**config.mk**
```make
export PLATFORM = sky130hd
export DESIGN_NAME = revo_phase_lock_controller
export DESIGN_NICKNAME = d
export VERILOG_FILES = /design/src/rtl/revo_phase_lock_controller.sv
export SDC_FILE = /design/constraint.sdc
export NUM_CORES = 1
export LEC_CHECK = 0
export BUFFER_PORTS_ARGS = -buffer_cell sky130_fd_sc_hd__buf_4
export CAP_MARGIN = 20
export CORE_ASPECT_RATIO = 0.5
export CORE_MARGIN = 2
export CORE_UTILIZATION = 50
export DETAILED_ROUTE_END_ITERATION = 16
export PLACE_DENSITY = 0.69
export SETUP_SLACK_MARGIN = 0.2
export SLEW_MARGIN = 20
export SYNTH_ARGS = -nofsm -noshare
export SYNTH_HDL_FRONTEND = slang
export SYNTH_SLANG_ARGS = --single-unit
```
**constraint.sdc**
```tcl
create_clock -name clock -period 4 [get_ports clock]
set_input_delay 0.6 -clock clock [delete_from_list [all_inputs] [get_ports clock]]
set_output_delay 0.6 -clock clock [all_outputs]
set_load 0.01 [all_outputs]
```
**src/rtl/revo_phase_lock_controller.sv**
```systemverilog
// revo_phase_lock_controller: acquires, confirms and tracks the revo phase from 4-bit edge-pulse words,
// commits the BUFGMUX select once per lock and flywheels a synthesized revo strobe through holdover.
// Ports: clock/reset (async active-high), pll_locked (level), pulse_stream (one revo word per clock);
// select2 (BUFGMUX select), select4 (committed pattern), phase_locked (LOCKED only), revo_out/revo_fake
// (one-cycle strobe and its synthesized flag), state (0..4), mismatch_count (saturating reject count).
module revo_phase_lock_controller #(
  parameter int REVO_PERIOD_WORDS = 1280,
  parameter int CONFIRM_COUNT = 4,
  parameter int MISSING_LIMIT = 3,
  parameter int COUNTER_WIDTH = 16
) (
  input  logic       clock,
  input  logic       reset,
  input  logic       pll_locked,
  input  logic [3:0] pulse_stream,
  output logic [1:0] select2,
  output logic [3:0] select4,
  output logic       phase_locked,
  output logic       revo_out,
  output logic       revo_fake,
  output logic [2:0] state,
  output logic [7:0] mismatch_count
);
  typedef enum logic [2:0] {WAIT_PLL, ACQUIRE, CONFIRM, LOCKED, HOLDOVER} state_t;
  localparam logic [COUNTER_WIDTH-1:0] PM1 = COUNTER_WIDTH'(REVO_PERIOD_WORDS - 1);
  localparam logic [COUNTER_WIDTH-1:0] P2M1 = COUNTER_WIDTH'(2 * REVO_PERIOD_WORDS - 1);
  localparam logic [7:0] CC = 8'(CONFIRM_COUNT);
  localparam logic [7:0] ML = 8'(MISSING_LIMIT);
  state_t st;
  logic [3:0] cand;
  logic [7:0] conf, miss;
  logic [COUNTER_WIDTH-1:0] cnt;
  logic valid, bad, at_end, hit, match, rej;
  assign state = st;
  assign valid = pulse_stream inside {4'hF, 4'hE, 4'hC, 4'h8};
  assign bad = |pulse_stream && !valid;
  assign at_end = cnt == PM1;
  assign hit = valid && at_end && pulse_stream == select4;
  assign match = at_end && pulse_stream == cand;
  // a valid word that the current state refuses: off-period/different in CONFIRM, not the tracked revo when locked
  assign rej = valid && ((st == CONFIRM && !match) || ((st == LOCKED || st == HOLDOVER) && !hit));
  function automatic logic [1:0] dec(input logic [3:0] w);
    return w == 4'hF ? 2'd0 : w == 4'hE ? 2'd1 : w == 4'hC ? 2'd2 : 2'd3;
  endfunction
  always_ff @(posedge clock or posedge reset) begin
    if (reset) begin
      st <= WAIT_PLL;
      select2 <= '0;
      select4 <= '0;
      phase_locked <= 1'b0;
      revo_out <= 1'b0;
      revo_fake <= 1'b0;
      mismatch_count <= '0;
      cand <= '0;
      conf <= '0;
      miss <= '0;
      cnt <= '0;
    end else begin
      revo_out <= 1'b0;
      revo_fake <= 1'b0;
      if (pll_locked && (bad || rej) && ~&mismatch_count) mismatch_count <= mismatch_count + 8'd1;
      if (!pll_locked) begin
        st <= WAIT_PLL;
        phase_locked <= 1'b0;
      end else begin
        case (st)
          WAIT_PLL: st <= ACQUIRE;
          ACQUIRE: if (valid) begin
            cand <= pulse_stream;
            conf <= 8'd1;
            cnt <= '0;
            st <= CONFIRM;
          end
          CONFIRM: if (valid && match) begin
            cnt <= '0;
            conf <= conf + 8'd1;
            if (conf + 8'd1 >= CC) begin
              select4 <= cand;
              select2 <= dec(cand);
              miss <= '0;
              phase_locked <= 1'b1;
              st <= LOCKED;
            end
          end else if (valid) begin
            cand <= pulse_stream;
            conf <= 8'd1;
            cnt <= '0;
          end else if (cnt == P2M1) st <= ACQUIRE;
          else cnt <= cnt + COUNTER_WIDTH'(1);
          LOCKED, HOLDOVER: begin
            cnt <= at_end ? '0 : cnt + COUNTER_WIDTH'(1);
            if (st == HOLDOVER && rej) st <= ACQUIRE;
            else if (at_end) begin
              revo_out <= 1'b1;
              revo_fake <= !hit;
              if (hit) begin
                miss <= '0;
                phase_locked <= 1'b1;
                st <= LOCKED;
              end else begin
                miss <= miss + 8'd1 >= ML ? ML : miss + 8'd1;
                if (miss + 8'd1 >= ML) begin
                  phase_locked <= 1'b0;
                  st <= HOLDOVER;
                end
              end
            end
          end
          default: st <= WAIT_PLL;
        endcase
      end
    end
  end
endmodule
```
# After elaboration in Yosys (flattened, before gate mapping)
# Cells that the tools add are included.
[word_totals] inputBits=7 output_inout_bits=20 elab_cells=133 regBits=56
[op_classes] mux=49 eq_ne=34 n_reduce_logical=33 magnitude_cmp=2 addsub=4
[ops] operator="16-bit 2-to-1 mux" count=5
[ops] operator="8-bit 2-to-1 mux" count=8
[ops] operator="16-bit one-hot mux with 3 select lines" count=1
[ops] operator="8-bit one-hot mux with 2 select lines" count=2
[ops] operator="3-bit 2-to-1 mux" count=10
[ops] operator="4-bit == test (second input constant)" count=7
[ops] operator="8-bit by 1-bit adder with 8-bit output (second input constant)" count=3
[ops] operator="6-bit AND reduction" count=3
[ops] operator="16-bit by 1-bit adder with 16-bit output (second input constant)" count=1
[ops] operator="16-bit by 11-bit == test with 1-bit output (second input constant)" count=1
[ops] operator="16-bit by 12-bit == test with 1-bit output (second input constant)" count=1
[ops] operator="1-bit 2-to-1 mux" count=16
[ops] operator="4-bit inequality test (second input constant)" count=3
[ops] operator="3-bit one-hot mux with 4 select lines" count=1
[ops] operator="1-bit logical AND" count=11
[ops] operator="3-bit inequality test (second input constant)" count=3
[ops] operator="4-bit == test" count=2
[ops] operator="8-bit by 2-bit >= comparator with 1-bit output (second input constant)" count=1
[ops] operator="8-bit by 3-bit >= comparator with 1-bit output (second input constant)" count=1
[ops] operator="4-bit 2-to-1 mux" count=2
[ops] operator="2-bit inequality test (second input constant)" count=4
[ops] operator="4-bit by 3-bit inequality test with 1-bit output (second input constant)" count=2
[ops] operator="4-bit one-hot mux with 2 select lines" count=1
[ops] operator="4-bit AND reduction" count=2
[ops] operator="21 further kinds" count=31

# Depth between registers and ports, before layout
[depth] depth_word=12 mapped_depth=8 ltp_nobuf=7

# Worst setup path after synthesis
# OpenSTA, ideal clock, no wires.
[synth_path] path_kind="register to register" startpoint="reg cnt[9]" endpoint="reg mismatch_count[1]" period_less_slack_ps=2400 arrival_time_ps=2276 setup_slack_ps=1600 path_buffers=0 setup_time_ps=125 path_stages_with_launch=7 required_ps=3875 cell_sequence="dfrtp_1 or4_4 or4_4 a21oi_1 o221ai_2 nand2_2 mux2_2"
[synth_via] elab_chain_len=10 elab_cells_between_ends=13
[synth_lines] item="start, declared" line_no="32" text="logic [COUNTER_WIDTH-1:0] cnt;"
[synth_lines] item="start signal, assigned" line_no="89" text="else cnt <= cnt + COUNTER_WIDTH'(1);"
[synth_lines] item="start signal, assigned" line_no="91" text="cnt <= at_end ? '0 : cnt + COUNTER_WIDTH'(1);"
[synth_lines] item="16-bit by 11-bit == test with 1-bit output *" line_no="37" text="assign at_end = cnt == PM1;"
[synth_lines] item="1-bit logical AND (2 in series)" line_no="38" text="assign hit = valid && at_end && pulse_stream == select4;"
[synth_lines] item="1-bit zero test" line_no="41" text="assign rej = valid && ((st == CONFIRM && !match) || ((st == LOCKED || st == HOLDOVER) && !hit));"
[synth_lines] item="1-bit logical AND" line_no="41"
[synth_lines] item="1-bit logical OR *" line_no="41"
[synth_lines] item="1-bit logical AND *" line_no="41"
[synth_lines] item="1-bit logical OR *" line_no="61" text="if (pll_locked && (bad || rej) && ~&mismatch_count) mismatch_count <= mismatch_count + 8'd1;"
[synth_lines] item="1-bit logical AND * (2 in series)" line_no="61"
[synth_lines] item="end signal, assigned" line_no="61"
[synth_lines] item="end, declared" line_no="22" text="output logic [7:0] mismatch_count"
# Every way passes the cells marked *; elsewhere a longest branch is shown, timed or not.
# A chain may end at the register's enable or synchronous reset.

# Final worst setup path
[layout_path] startpoint="reg cnt[9]" endpoint="reg select4[2]"
[layout_via] elab_chain_len=4
[layout_lines] item="16-bit by 11-bit == test with 1-bit output" line_no="37"
[layout_lines] item="1-bit logical AND" line_no="39" text="assign match = at_end && pulse_stream == cand;"
[layout_lines] item="1-bit logical AND" line_no="74" text="CONFIRM: if (valid && match) begin"
[layout_lines] item="4-bit AND reduction (no source line)"
[layout_lines] item="end signal, assigned" line_no="78" text="select4 <= cand;"
[layout_lines] item="end, declared" line_no="17" text="output logic [3:0] select4,"
# Every way passes these cells.

==> summary.txt <==
Power
  • Total power: approximately 1.7 mW
  • VDD IR max: roughly 320 uV
  • Leakage power: 1.596 nW
  • Pwr/cell area: ~470 nW/um^2

Logic synthesis
  • Number of synthesized flops with an enable pin: 0
  • Syn avg cell area: roughly 10 sq um
  • FF+latch count, synth: 56
  • Synth Area in Simple Gates: 0.2309
  • Synth Area in XOR/XNOR: 0.06226
  • Dominant cell type by area after synthesis: dfrtp_1
  • Synth unique cells: 65
  • Largest family of logic cells by synthesized area: simple AND/OR/NAND/NOR gates
  • Most common flop cell mapped by yosys: dfrtp_1
  • Post-synthesis sequential area ratio: 0.4331
  • Area contributors post-synth: dfrtp_1 (43%), xnor2_1 (3.8%), o21ai_0 (3.1%), nand4_1 (2.7%), mux2_2 (2.4%)
  • Compound-Gate Fraction of Synth Area: 0.1779
  • Syn nets: 332
  • Synth Area in Adders: 0.01933
  • Area share of the largest cell type after synthesis: 0.4331
  • Mux contribution to synthesized area: 0.05066
  • Most common cell in the netlist: dfrtp_1
  • Commonest cells post-synth: dfrtp_1 (56), o21ai_0 (20), nand2_1 (18)
  • Synthesized cell area: about 3200 sq um
  • Ys async rst share: 1.000
  • Synth Instances: 320
  • Ys Warns: 0

Clock network
  • CTS tree: yes
  • Worst-path clk slew: about 0.070 ns
  • H-tree Lvls: 2
  • Worst-Skew Late Latency: 0.30 ns
  • Hold_buf cts: 0
  • TritonCTS buffer count: 5
  • Sink Count: 56
  • Post-cts sizing count: 0
  • Setup Buffers After CTS: 0
  • Clock Root Buffer: clkbuf_16
  • Clk buf depth: 2

Global routing
  • Grt total ovfl: 0
  • Largest net degree at the start of global routing: 49
  • Vias in the first global route: 2,267
  • Global-route wire length before repair: 11,460 microns
  • Initial antenna violation count: 0
  • GRT Total Usage: 0.2028

Drt
  • Detail Route Antenna Nets: 0
  • Mean routed wirelength per cell: ~16 microns
  • Vias post-DR: around 2,500
  • Router iterations before antenna repair: 4
  • Post-route DRC violation count: 0
  • Via density: 5.813
  • WL final: a little under 7000 microns
  • Drt initial violations: 161

STA
  • Minimum hold slack: between 0.2 and 0.25 ns
  • # setup viols final: 0
  • Fmax: approximately 0.33 GHz
  • Setup TNS Final: 0 ns
  • Min Tclk post-route: 2.999 ns
  • Period utilisation layout: 0.7497
  • Max Slew Vio Count: 0
  • Fin. Hold Viols: 0
  • Setup Skew: about 0.0073 ns
  • Slew margin rel.: 0.5341
  • RSZ-0062 raised after global routing: false
  • Tightest Pin Transition: 0.6925 ns

Worst setup path
  • Setup CP Type: reg2reg
  • WP data required: ~4.2 ns
  • CP Launch Type: register
  • Worst EP arrival: approximately 3.2 ns
  • Critical-path maximum fanout: 12
  • Worst setup EP type: register

Layout
  • ANT cells: 0
  • Layout cells sized above 1: 0.2000
  • Area of the multi-input gates: approximately 1800 sq um
  • Syn-to-layout area delta: 13.11%
  • Fin util: 0.5945
  • Final std cells w/o fill: approximately 430
  • Register area: roughly 1400 sq um
  • Fin nets: roughly 360
  • # fillers: ~530

Floorplan
  • Die W: ~120 microns
  • FP Rows: 20
  • Total core area: about 6200 sq um
  • Die Y: roughly 61 microns
  • Die ar.: ~7000 sq um
  • I/O pin count: 27
  • Starting Density: 0.5256

Placement
  • Placed insts: between 400 and 500
  • Routability congestion estimate: about 0.86
  • Post-DP HPWL: around 4800 microns
  • Port bufs: 26

Outcome
  • Outcome: finished, final reports clean

Min path
  • HP Class: in2async

Run
  • Max cap viols: 0
## state kept, by name (all words and copies together), names as in the netlist
name            flops
cnt                16
conf                8
mismatch_count      8
miss                8
cand                4
select4             4
state               3
select2             2
phase_locked        1
revo_fake           1
revo_out            1
## final timing paths
path	depth (start not counted)	startpoint	slack, ns	endpoint
hold / removal	2	reset	0.21	mismatch_count[7]
max in group asynchronous	3	reset	2.94	revo_fake
min in group clock	1	mismatch_count[4]	0.49	mismatch_count[4]
hold reg to reg	1	mismatch_count[4]	0.49	mismatch_count[4]
setup reg to reg	5	cnt[9]	1.00	select4[2]
setup / recovery	5	cnt[9]	1.00	select4[2]
## power by group
group          internal [mW]  total (mW)  switching, mW  leakage [nW]
clock network          0.250       0.454          0.204        0.0701
logic                  0.235       0.495          0.260         0.771
registers              0.645       0.755          0.110         0.754
## metrics by stage
| stage | setup WS (ns) | cell area [sq um] |
|---|---|---|
| after global routing | 0.7932 | 3660 |
| after floorplan | 1.600 | 3236 |
| after CTS | 1.034 | 3660 |
| after global placement | 1.021 | 3510 |
| after detailed placement | 0.9467 | 3510 |
| final | 1.001 | 3660 |
## worst max-delay path, cell delays in order (launching register included)
cell	delay, ns
dfrtp_1	0.43
or4_4	0.60
nor4_4	0.56
nand4_1	0.48
nand2b_1	0.46
mux2_4	0.36
## layer usage
metal  track usage  up-vias  routed length, microns
met3       0.05169        6                     281
met1        0.2884     1225                    3476
met2        0.3164       56                    3012
li1              -     1230                       -
met4       0.04819        0                      43
met5             0        -                       0
## layout by cell type, fill, tap and decap left out, types with 11 or more instances in the layout
cell,synthesis,routed
nand2_1,18,18
a21oi_1,14,14
buf_4,1,28
xnor2_1,14,14
nand4_1,14,14
nor2b_1,11,11
o21ai_0,20,20
dfrtp_1,56,56
nor2_1,15,15
## final cells by class
| cell class | instances | share of cell area |
|---|---|---|
| sequential | 56 | 0.3829 |
| timing repair buffer | 28 | 0.05744 |
| tap | 88 | 0.03009 |
| inverter | 10 | 0.01026 |
| clock buffer | 7 | 0.03897 |
| multi-input combinational | 243 | 0.4783 |
| clock inverter | 1 | 0.002051 |
## cell families after synthesis
group | count (synthesis)
AO/OA/AOI/OAI | 78
XOR/XNOR | 23
multiplexers | 13
flip-flops | 56
AND/OR/NAND/NOR | 124
adder cells (fa/ha/maj) | 5
buffers and inverters | 21
Power figures use the tool's default switching activity.
